<file path="src/rtl/arbitro_pwm_discreto_pkg.sv">
// pwm_arb_pkg: FSM states, width codes and next-owner search shared by the PWM arbiter.
package pwm_arb_pkg;
   typedef enum logic {IDLE, DONO} estado_t;
   localparam logic [1:0] LARG_00 = 2'b00;
   localparam logic [1:0] LARG_01 = 2'b01;
   localparam logic [1:0] LARG_10 = 2'b10;
   localparam logic [1:0] LARG_11 = 2'b11;
   // One-hot of the first request at or after ptr, cyclic over n lanes; 0 when none.
   function automatic logic [7:0] prox_grant(input logic [7:0] req, input int ptr, input int n);
      logic [7:0] g;
      int idx;
      g = '0;
      for (int i = n - 1; i >= 0; i--) begin
         idx = (ptr + i) % n;
         if (req[idx]) begin
            g = '0;
            g[idx] = 1'b1;
         end
      end
      return g;
   endfunction
endpackage

</file>
<file path="src/rtl/arbitro_pwm_discreto_contador.sv">
// contador_periodo_pwm: PWM-aligned period counter; ae marks the edge at count CONF_PERIODO-2.
module contador_periodo_pwm #(
   parameter int CONF_PERIODO = 1250
) (
   input  logic clock,
   input  logic reset,
   output logic ae
);
   localparam int CW = $clog2(CONF_PERIODO);
   logic [CW-1:0] contagem;
   always_ff @(posedge clock or posedge reset)
      if (reset) contagem <= '0;
      else contagem <= (contagem == CW'(CONF_PERIODO - 1)) ? '0 : contagem + 1'b1;
   assign ae = contagem == CW'(CONF_PERIODO - 2);
endmodule

</file>
<file path="src/rtl/arbitro_pwm_discreto.sv">
// arbitro_pwm_discreto: shares one PWM width input among N_REQ requesters, switching one clock before the period wrap.
// ARB_PRIORIDADE_FIXA_EN selects fixed lowest-index priority instead of round-robin with QUANTUM.
module arbitro_pwm_discreto
   import pwm_arb_pkg::*;
#(
   parameter int N_REQ        = 4,
   parameter int CONF_PERIODO = 1250,
   parameter int QUANTUM      = 4
) (
   input  logic               clock,
   input  logic               reset,
   input  logic [N_REQ-1:0]   req,
   input  logic [2*N_REQ-1:0] req_largura,
   output logic [1:0]         largura,
   output logic [N_REQ-1:0]   grant,
   output logic               ativo,
   output logic               troca
);
   estado_t          estado;
   logic             ae;
   logic [N_REQ-1:0] g_prox;
   logic [1:0]       larg_prox;
   contador_periodo_pwm #(.CONF_PERIODO(CONF_PERIODO)) u_contador (
      .clock(clock),
      .reset(reset),
      .ae(ae)
   );
`ifdef ARB_PRIORIDADE_FIXA_EN
   always_comb begin
      g_prox = N_REQ'(prox_grant(8'(req), 0, N_REQ));
      larg_prox = LARG_00;
      for (int i = 0; i < N_REQ; i++)
         if (g_prox[i]) larg_prox = req_largura[2*i +: 2];
   end
`else
   localparam int IW = $clog2(N_REQ);
   localparam int HW = $clog2(QUANTUM + 1);
   logic [IW-1:0] ptr, dono, dono_prox, k_prox;
   logic [HW-1:0] hold;
   logic          rot;
   always_comb begin
      k_prox = (dono == IW'(N_REQ - 1)) ? '0 : dono + 1'b1;
      rot = !req[dono] || (hold == HW'(QUANTUM) && |(req & ~grant));
      g_prox = (estado == IDLE) ? N_REQ'(prox_grant(8'(req), int'(ptr), N_REQ)) :
               rot ? N_REQ'(prox_grant(8'(req), int'(k_prox), N_REQ)) : grant;
      larg_prox = LARG_00;
      dono_prox = dono;
      for (int i = 0; i < N_REQ; i++)
         if (g_prox[i]) begin
            larg_prox = req_largura[2*i +: 2];
            dono_prox = IW'(i);
         end
   end
`endif
   assign ativo = estado == DONO;
   always_ff @(posedge clock or posedge reset)
      if (reset) begin
         estado  <= IDLE;
         grant   <= '0;
         largura <= LARG_00;
         troca   <= 1'b0;
`ifndef ARB_PRIORIDADE_FIXA_EN
         ptr     <= '0;
         dono    <= '0;
         hold    <= '0;
`endif
      end else begin
         troca <= 1'b0;
         if (ae) begin
            estado  <= |g_prox ? DONO : IDLE;
            grant   <= g_prox;
            largura <= larg_prox;
            troca   <= g_prox != grant;
`ifndef ARB_PRIORIDADE_FIXA_EN
            dono    <= dono_prox;
            hold    <= (g_prox != grant) ? HW'(1) : (hold == HW'(QUANTUM)) ? hold : hold + 1'b1;
            if (estado == DONO && g_prox != grant) ptr <= k_prox;
`endif
         end
      end
endmodule

</file>
<file path="config.mk">
export PLATFORM = sky130hd
export DESIGN_NAME = arbitro_pwm_discreto
export DESIGN_NICKNAME = d
export VERILOG_FILES = /design/src/rtl/arbitro_pwm_discreto_pkg.sv /design/src/rtl/arbitro_pwm_discreto_contador.sv /design/src/rtl/arbitro_pwm_discreto.sv
export SDC_FILE = /design/constraint.sdc
export NUM_CORES = 1
export LEC_CHECK = 0
export ABC_AREA = 1
export BUFFER_PORTS_ARGS = -buffer_cell sky130_fd_sc_hd__buf_2
export CORE_MARGIN = 4
export CORE_UTILIZATION = 60
export DETAILED_ROUTE_END_ITERATION = 6
export PLACE_DENSITY_LB_ADDON = 0.15
export SYNTH_ARGS = -nofsm -noshare
export SYNTH_HDL_FRONTEND = slang
export SYNTH_HIERARCHICAL = 1
export SYNTH_SLANG_ARGS = --single-unit
</file>
<file path="constraint.sdc">
create_clock -name clock -period 3.3 [get_ports clock]
set_input_delay 0.495 -clock clock [delete_from_list [all_inputs] [get_ports clock]]
set_output_delay 0.495 -clock clock [all_outputs]
set_load 0.02 [all_outputs]
</file>
==> After elaboration in Yosys (flattened, before gate mapping) <==
Cells that the tools add are included.
{ "op_classes": {"addsub": 9, "bitwise": 8, "mux": 64, "n_reduce_logical": 24, "order_cmp": 17, "n_eq_ne": 6} }
{ "op_table": {"columns": ["operator", "n"], "rows": [
  ["2-to-1 mux 4 bit", 10],
  ["< comparator 3 x 5 -> 1 bit (second input constant)", 6],
  ["2-to-1 mux 1 bit", 25],
  ["equality test 11 bit (second input constant)", 2],
  ["binary-select mux 1 bit (select 3 bit)", 6],
  ["demux 1 bit (select 3 bit)", 6],
  ["greater-or-equal comparator 3 x 1 -> 1 bit (second input constant)", 6],
  ["2-to-1 mux 2 bit", 9],
  ["OR reduction 2 bit", 6],
  ["adder 11 x 1 -> 11 bit (second input constant)", 1],
  ["2-to-1 mux 11 bit", 1],
  ["logical AND 1 bit", 10],
  ["adder 2 bit (second input constant)", 4],
  ["< comparator 2 x 4 -> 1 bit (second input constant)", 2],
  ["OR reduction 4 bit", 2],
  ["adder 2 x 1 -> 2 bit (second input constant)", 3],
  ["bitwise AND 1 bit (first input constant)", 6],
  ["binary-select mux 1 bit (select 2 bit)", 3],
  ["2-to-1 mux 3 bit", 2],
  ["AND reduction 2 bit", 3],
  ["bitwise AND 4 bit", 1],
  ["demux 1 bit (select 2 bit)", 2],
  ["greater-or-equal comparator 2 x 1 -> 1 bit (second input constant)", 2],
  ["inequality test 4 bit", 1],
  ["9 further kinds", 9]
]} }
{ "totals": {"word_cells": 136, "output_inout_bits": 8, "inputBits": 14, "ff_bits": 26} }

==> Logic depth before layout (Yosys ltp) <==
{ "depth": {"depth_word": 19, "mapped_depth": 23, "ltp_nobuf": 23} }

==> Cells and area by module <==
The synthesis kept the hierarchy.
{ "modules_own_cells": {"columns": ["module", "area_per_inst_um2", "instances", "cells_each", "seq_area_each_um2"], "rows": [
  ["arbitro_pwm_discreto", 1845.5, 1, 281, 375.4],
  ["contador_periodo_pwm", 611.8, 1, 79, 275.3]
]} }

==> Least setup slack after synthesis <==
No wires, ideal clock.
{ "synth_timing": {"kind": "reg2reg", "start": "register dono[0]", "end": "register ptr[1]", "setup_time_ps": 117, "path_stages_with_launch": 21, "required_ps": 3183, "path_slack_ps": 1039, "period_less_slack_ps": 2261, "t_arrival_ps": 2144, "path_buffers": 0, "path_cell_list": "dfrtp_1 > inv_2 > ha_1 > inv_1 > nand3_2 > nand2_2 > nand3_1 > nand2_1 > nand2_1 > nand2_1 > nand2_1 > nand2_1 > nand2_2 > nand2_1 > nand2_1 > nand2_1 > inv_2 > nand2_4 > nand3_2 > nand2_1 > nand2_1"} }
{ "synth_between": {"elab_chain_cells": 18, "elab_cells_between_ends": 56, "classes_between": "add/sub (4); order compare (8); eq/ne (2); mux (28); bitwise (3); reduce/logical (11)"} }
{ "synth_rtl": {"columns": ["element", "line_no", "rtl"], "rows": [
  ["from (decl)", "arbitro_pwm_discreto.sv:38", "logic [IW-1:0] ptr, dono, dono_prox, k_prox;"],
  ["from (signal assigned)", "arbitro_pwm_discreto.sv:75", "dono <= dono_prox;"],
  ["adder 2 x 1 -> 2 bit or equality test 2 bit (tied branches)", "arbitro_pwm_discreto.sv:42", "k_prox = (dono == IW'(N_REQ - 1)) ? '0 : dono + 1'b1;"],
  ["2-to-1 mux 2 bit *", "arbitro_pwm_discreto.sv:42", null],
  ["via k_prox[1]", "arbitro_pwm_discreto.sv:38", null],
  ["adder 2 bit", "arbitro_pwm_discreto_pkg.sv:14", "idx = (ptr + i) % n;"],
  ["OR reduction 2 bit (no source line)", null, null],
  ["bitwise AND 1 bit (no source line)", null, null],
  ["< comparator 3 x 5 -> 1 bit (not written as such) or greater-or-equal comparator 3 x 1 -> 1 bit (tied branches)", "arbitro_pwm_discreto_pkg.sv:17", "g[idx] = 1'b1;"],
  ["logical AND 1 bit (not written as such)", "arbitro_pwm_discreto_pkg.sv:17", null],
  ["2-to-1 mux 1 bit (not written as such)", "arbitro_pwm_discreto_pkg.sv:17", null],
  ["demux 1 bit (select 3 bit)", "arbitro_pwm_discreto_pkg.sv:17", null],
  ["2-to-1 mux 4 bit (4 in a row)", "arbitro_pwm_discreto_pkg.sv:15", "if (req[idx]) begin"],
  ["2-to-1 mux 4 bit", "arbitro_pwm_discreto.sv:45", "rot ? N_REQ'(prox_grant(8'(req), int'(k_prox), N_REQ)) : grant;"],
  ["2-to-1 mux 4 bit", "arbitro_pwm_discreto.sv:44", "g_prox = (estado == IDLE) ? N_REQ'(prox_grant(8'(req), int'(ptr), N_REQ)) :"],
  ["inequality test 4 bit", "arbitro_pwm_discreto.sv:77", "if (estado == DONO && g_prox != grant) ptr <= k_prox;"],
  ["logical AND 1 bit", "arbitro_pwm_discreto.sv:77", null],
  ["AND reduction 2 bit (no source line)", null, null],
  ["to (signal assigned)", "arbitro_pwm_discreto.sv:77", null],
  ["to (decl)", "arbitro_pwm_discreto.sv:38", null]
]} }
Mark *: on every way through the listed nets, which the timed path passes. The rest lies on a longest branch. The select of a mux whose other input is x is not followed.
A chain may end at the register's enable or synchronous reset.

==> Worst setup path in the final report <==
{ "layout_timing": {"start": "register dono[0]", "end": "register ptr[0]"} }
{ "layout_between": {"elab_chain_cells": 18, "elab_cells_between_ends": 56, "classes_between": "add/sub (4); order compare (8); eq/ne (2); mux (28); bitwise (3); reduce/logical (11)"} }
{ "layout_rtl": {"columns": ["element", "line_no"], "rows": [
  ["adder 2 x 1 -> 2 bit or equality test 2 bit (tied branches)", "arbitro_pwm_discreto.sv:42"],
  ["2-to-1 mux 2 bit *", "arbitro_pwm_discreto.sv:42"],
  ["via k_prox[1]", "arbitro_pwm_discreto.sv:38"],
  ["adder 2 bit", "arbitro_pwm_discreto_pkg.sv:14"],
  ["OR reduction 2 bit (no source line)", null],
  ["bitwise AND 1 bit (no source line)", null],
  ["< comparator 3 x 5 -> 1 bit (not written as such) or greater-or-equal comparator 3 x 1 -> 1 bit (tied branches)", "arbitro_pwm_discreto_pkg.sv:17"],
  ["logical AND 1 bit (not written as such)", "arbitro_pwm_discreto_pkg.sv:17"],
  ["2-to-1 mux 1 bit (not written as such)", "arbitro_pwm_discreto_pkg.sv:17"],
  ["demux 1 bit (select 3 bit)", "arbitro_pwm_discreto_pkg.sv:17"],
  ["2-to-1 mux 4 bit (3 in a row)", "arbitro_pwm_discreto_pkg.sv:15"],
  ["2-to-1 mux 4 bit *", "arbitro_pwm_discreto_pkg.sv:15"],
  ["2-to-1 mux 4 bit *", "arbitro_pwm_discreto.sv:45"],
  ["2-to-1 mux 4 bit *", "arbitro_pwm_discreto.sv:44"],
  ["inequality test 4 bit *", "arbitro_pwm_discreto.sv:77"],
  ["logical AND 1 bit *", "arbitro_pwm_discreto.sv:77"],
  ["AND reduction 2 bit (no source line) *", null]
]} }
Marks and branches as above.

==> impl_metrics.py <==
metrics = {
    "power": {
        "ir_worst_vdd_uv": 240,
        "powerDensity_nw_per_um2": 234,
        "p_leak_nw": 1.51,
    },
    "yosys": {
        "synth_xor_area_frac": 0.0178,
        "synth-compound-area-share": 0.104,
        "synth.area.mux_share": 0,
        "ys_seq_area_frac": 0.265,
        "yosysTopAreaCell": "dfrtp_1",
        "synth_area_per_cell_um2": 6.83,
        "ys_ff_latch": 26,
        "synth_simple_gate_area_share": 0.412,
        "synth_cells": 360,
        "synth_nets": 393,
        "ys_types": 31,
        "synth_top_family_by_area": "simple AND/OR/NAND/NOR gates",
        "syn-cell-area_um2": 2460,
        "yosysWarnings": 6,
        "ys_top_cells_by_area": "dfrtp_1, nand2_1, ha_1",
        "synth_fa_ha_area_frac": 0.0967,
        "yosysTopAreaCellShare": 0.265,
    },
    "placement": {
        "place.gp.congestion": 0.899,
        "portBuffers": 21,
        "hpwl_mm": 4.32,
    },
    "clocking": {
        "htreeDepth": 1,
        "cts_buffers": 3,
        "clk_pin_slew_worst_paths_ns": 0.10,
        "clockBufferDepth": 2,
        "cts-root-buf": "clkbuf_8",
        "cts_tree": "yes",
        "clkSinkCount": 26,
        "ctsHoldBuffers": 0,
        "postCtsSetupBuffers": 0,
        "clk_latency_ns": 0.28,
        "postCtsResizedCells": 0,
    },
    "finish": {
        "layout_commonest_cell": "nand2_1",
        "area_growth_pct": 8.20,
        "final_cell_mix": "nand2_1, inv_1, nand3_1",
        "antennaDiodeCount": 0,
        "post-route-util": 0.700,
        "nNetsFinal": 416,
        "drive_gt1_frac": 0.178,
        "fill_cells": 363,
    },
    "worst_setup_path": {
        "critPathRequiredTime_ns": 3.47,
        "cp.arrival_ns": 2.82,
        "crit_slowest_cell": "dfrtp_1",
        "critPathMaxStageDelay_ns": 0.56,
        "end_kind": "register",
        "critPathKind": "register to register",
        "cp_max_fo": 10,
        "crit_chain": "inv_2 > ha_1 > inv_1 > nand3_2 > nand2_2 > nand3_1 > nand2_1 > nand2_1 > nand2_1 > nand2_1 > nand2_1 > nand2_2 > nand2_1 > nand2_1 > nand2_1 > inv_2 > nand2_4 > nand3_2 > nand2_1 > nand2_1",
        "worst-path-buf-inv": 3,
        "crit_family": "simple AND/OR/NAND/NOR gates",
        "startpoint_type": "register",
        "critPathMostFrequentCell": "nand2_1",
    },
    "die": {
        "die-area_um2": 5180,
        "start_util": 0.647,
        "chipHeight_um": 72.0,
        "die_w_um": 72.0,
        "core-area_um2": 3800,
        "io_pins": 22,
        "rows": 22,
    },
    "hold_path": {
        "hold_path.class": "input port to async pin",
    },
    "outcome": {
        "status": "complete, no violations",
    },
    "flow_run": {
        "maxCapViolCount": 0,
    },
    "global_route": {
        "grt_pass1_wl_mm": 9.75,
        "grt_usage": 0.233,
        "grt-ovfl-total": 0,
        "grt_pass1_vias": 2191,
        "antenna_found_initial": 0,
        "grt_max_degree": 16,
    },
    "drt": {
        "postRouteAntennaNets": 0,
        "vias": 2230,
        "wire_per_inst_um": 12.7,
        "routed_wl_mm": 5.46,
        "dr.pass1.iters": 4,
        "drt_iter0_markers": 176,
        "drc_errors": 0,
        "vias_per_cell": 5.19,
    },
    "timing": {
        "slew_headroom": 0.593,
        "finalSetupTns_ns": 0,
        "drv_slew": 0,
        "fin_skew_ns": 0.00558,
        "hold_viol_final": 0,
        "finalSetupViolCount": 0,
        "period_share": 0.802,
        "tightest_slew_ns": 0.610,
        "min_period_ns": 2.65,
        "rsz0062_at_grt": "false",
        "fmax_ghz": 0.378,
    },
}
==> registers in the layout, indices dropped and copies added (netlist names) <==
name,count
hold,3
ativo,1
ptr,2
troca,1
u_contador/contagem,11
largura,2
grant,4
dono,2
==> final cells by class <==
cell class,instances,area [µm²],share of cell area
multi-input combinational,269,1550,0.584
clock buffer,4,55.1,0.0207
tap,48,60.1,0.0226
sequential,26,651,0.245
timing repair buffer,22,113,0.0424
inverter,61,229,0.0861
==> per-stage QoR <==
stage	instances	setup WS [ns]	total power, W	hold WS [ns]	instance area [µm²]
CTS	430	0.656	0.000624	0.229	2660
global route	430	0.353	0.000654	0.250	2660
detailed placement	426	0.701	0.000416	0.489	2600
floorplan	360	1.04	0.000392	0.347	2460
global placement	426	0.742	0.000414	0.489	2600
finish	430	0.654	0.000623	0.218	2660
==> synth_stat cells, drive strengths merged <==
master / number
xor2: 4
nand4: 3
nand3: 44
inv: 61
o21bai: 5
o21ai: 26
clkbuf: 2
nand2: 128
nand3b: 1
dfrtp: 26
xnor2: 1
nor2: 27
buf: 2
a21oi: 4
a22oi: 2
ha: 19
nor3: 2
o211ai: 1
o22ai: 2
==> cell families after synthesis <==
kind of cell / after synthesis
AND/OR/NAND/NOR: 205
buffers and inverters: 65
AO/OA/AOI/OAI: 40
adder cells (fa/ha/maj): 19
flip-flops: 26
XOR/XNOR: 5
==> path summary, 6_finish.rpt <==
| kind | start | cells after the start | to | slack (ns) |
|---|---|---|---|---|
| max | dono[0] | 20 | ptr[0] | 0.65 |
| min | reset | 2 | u_contador/contagem[4] | 0.22 |
| max reg2reg | dono[0] | 20 | ptr[0] | 0.65 |
| min reg2reg | u_contador/contagem[9] | 2 | u_contador/contagem[9] | 0.51 |
| max in group asynchronous | reset | 2 | grant[1] | 2.61 |
| min in group clock | u_contador/contagem[9] | 2 | u_contador/contagem[9] | 0.51 |
==> per-layer routing <==
| metal | global-route usage | vias to the layer above | wire [µm] |
|---|---|---|---|
| met2 | 0.377 | 55 | 2400 |
| met4 | 0.0835 | 0 | 115 |
| met3 | 0.0194 | 11 | 275 |
| met5 | 0 | - | 0 |
| met1 | 0.326 | 991 | 2670 |
| li1 | - | 1173 | - |
==> report_power, final <==
| part | internal, W | leakage (nW) | switching [W] | total, W |
|---|---|---|---|---|
| clock network | 0.000107 | 0.0288 | 0.000106 | 0.000213 |
| registers | 0.000318 | 0.312 | 0 | 0.000318 |
| logic | 0.0000300 | 1.17 | 0.0000619 | 0.0000919 |
No activity file was read; power rests on OpenSTA's default activity.
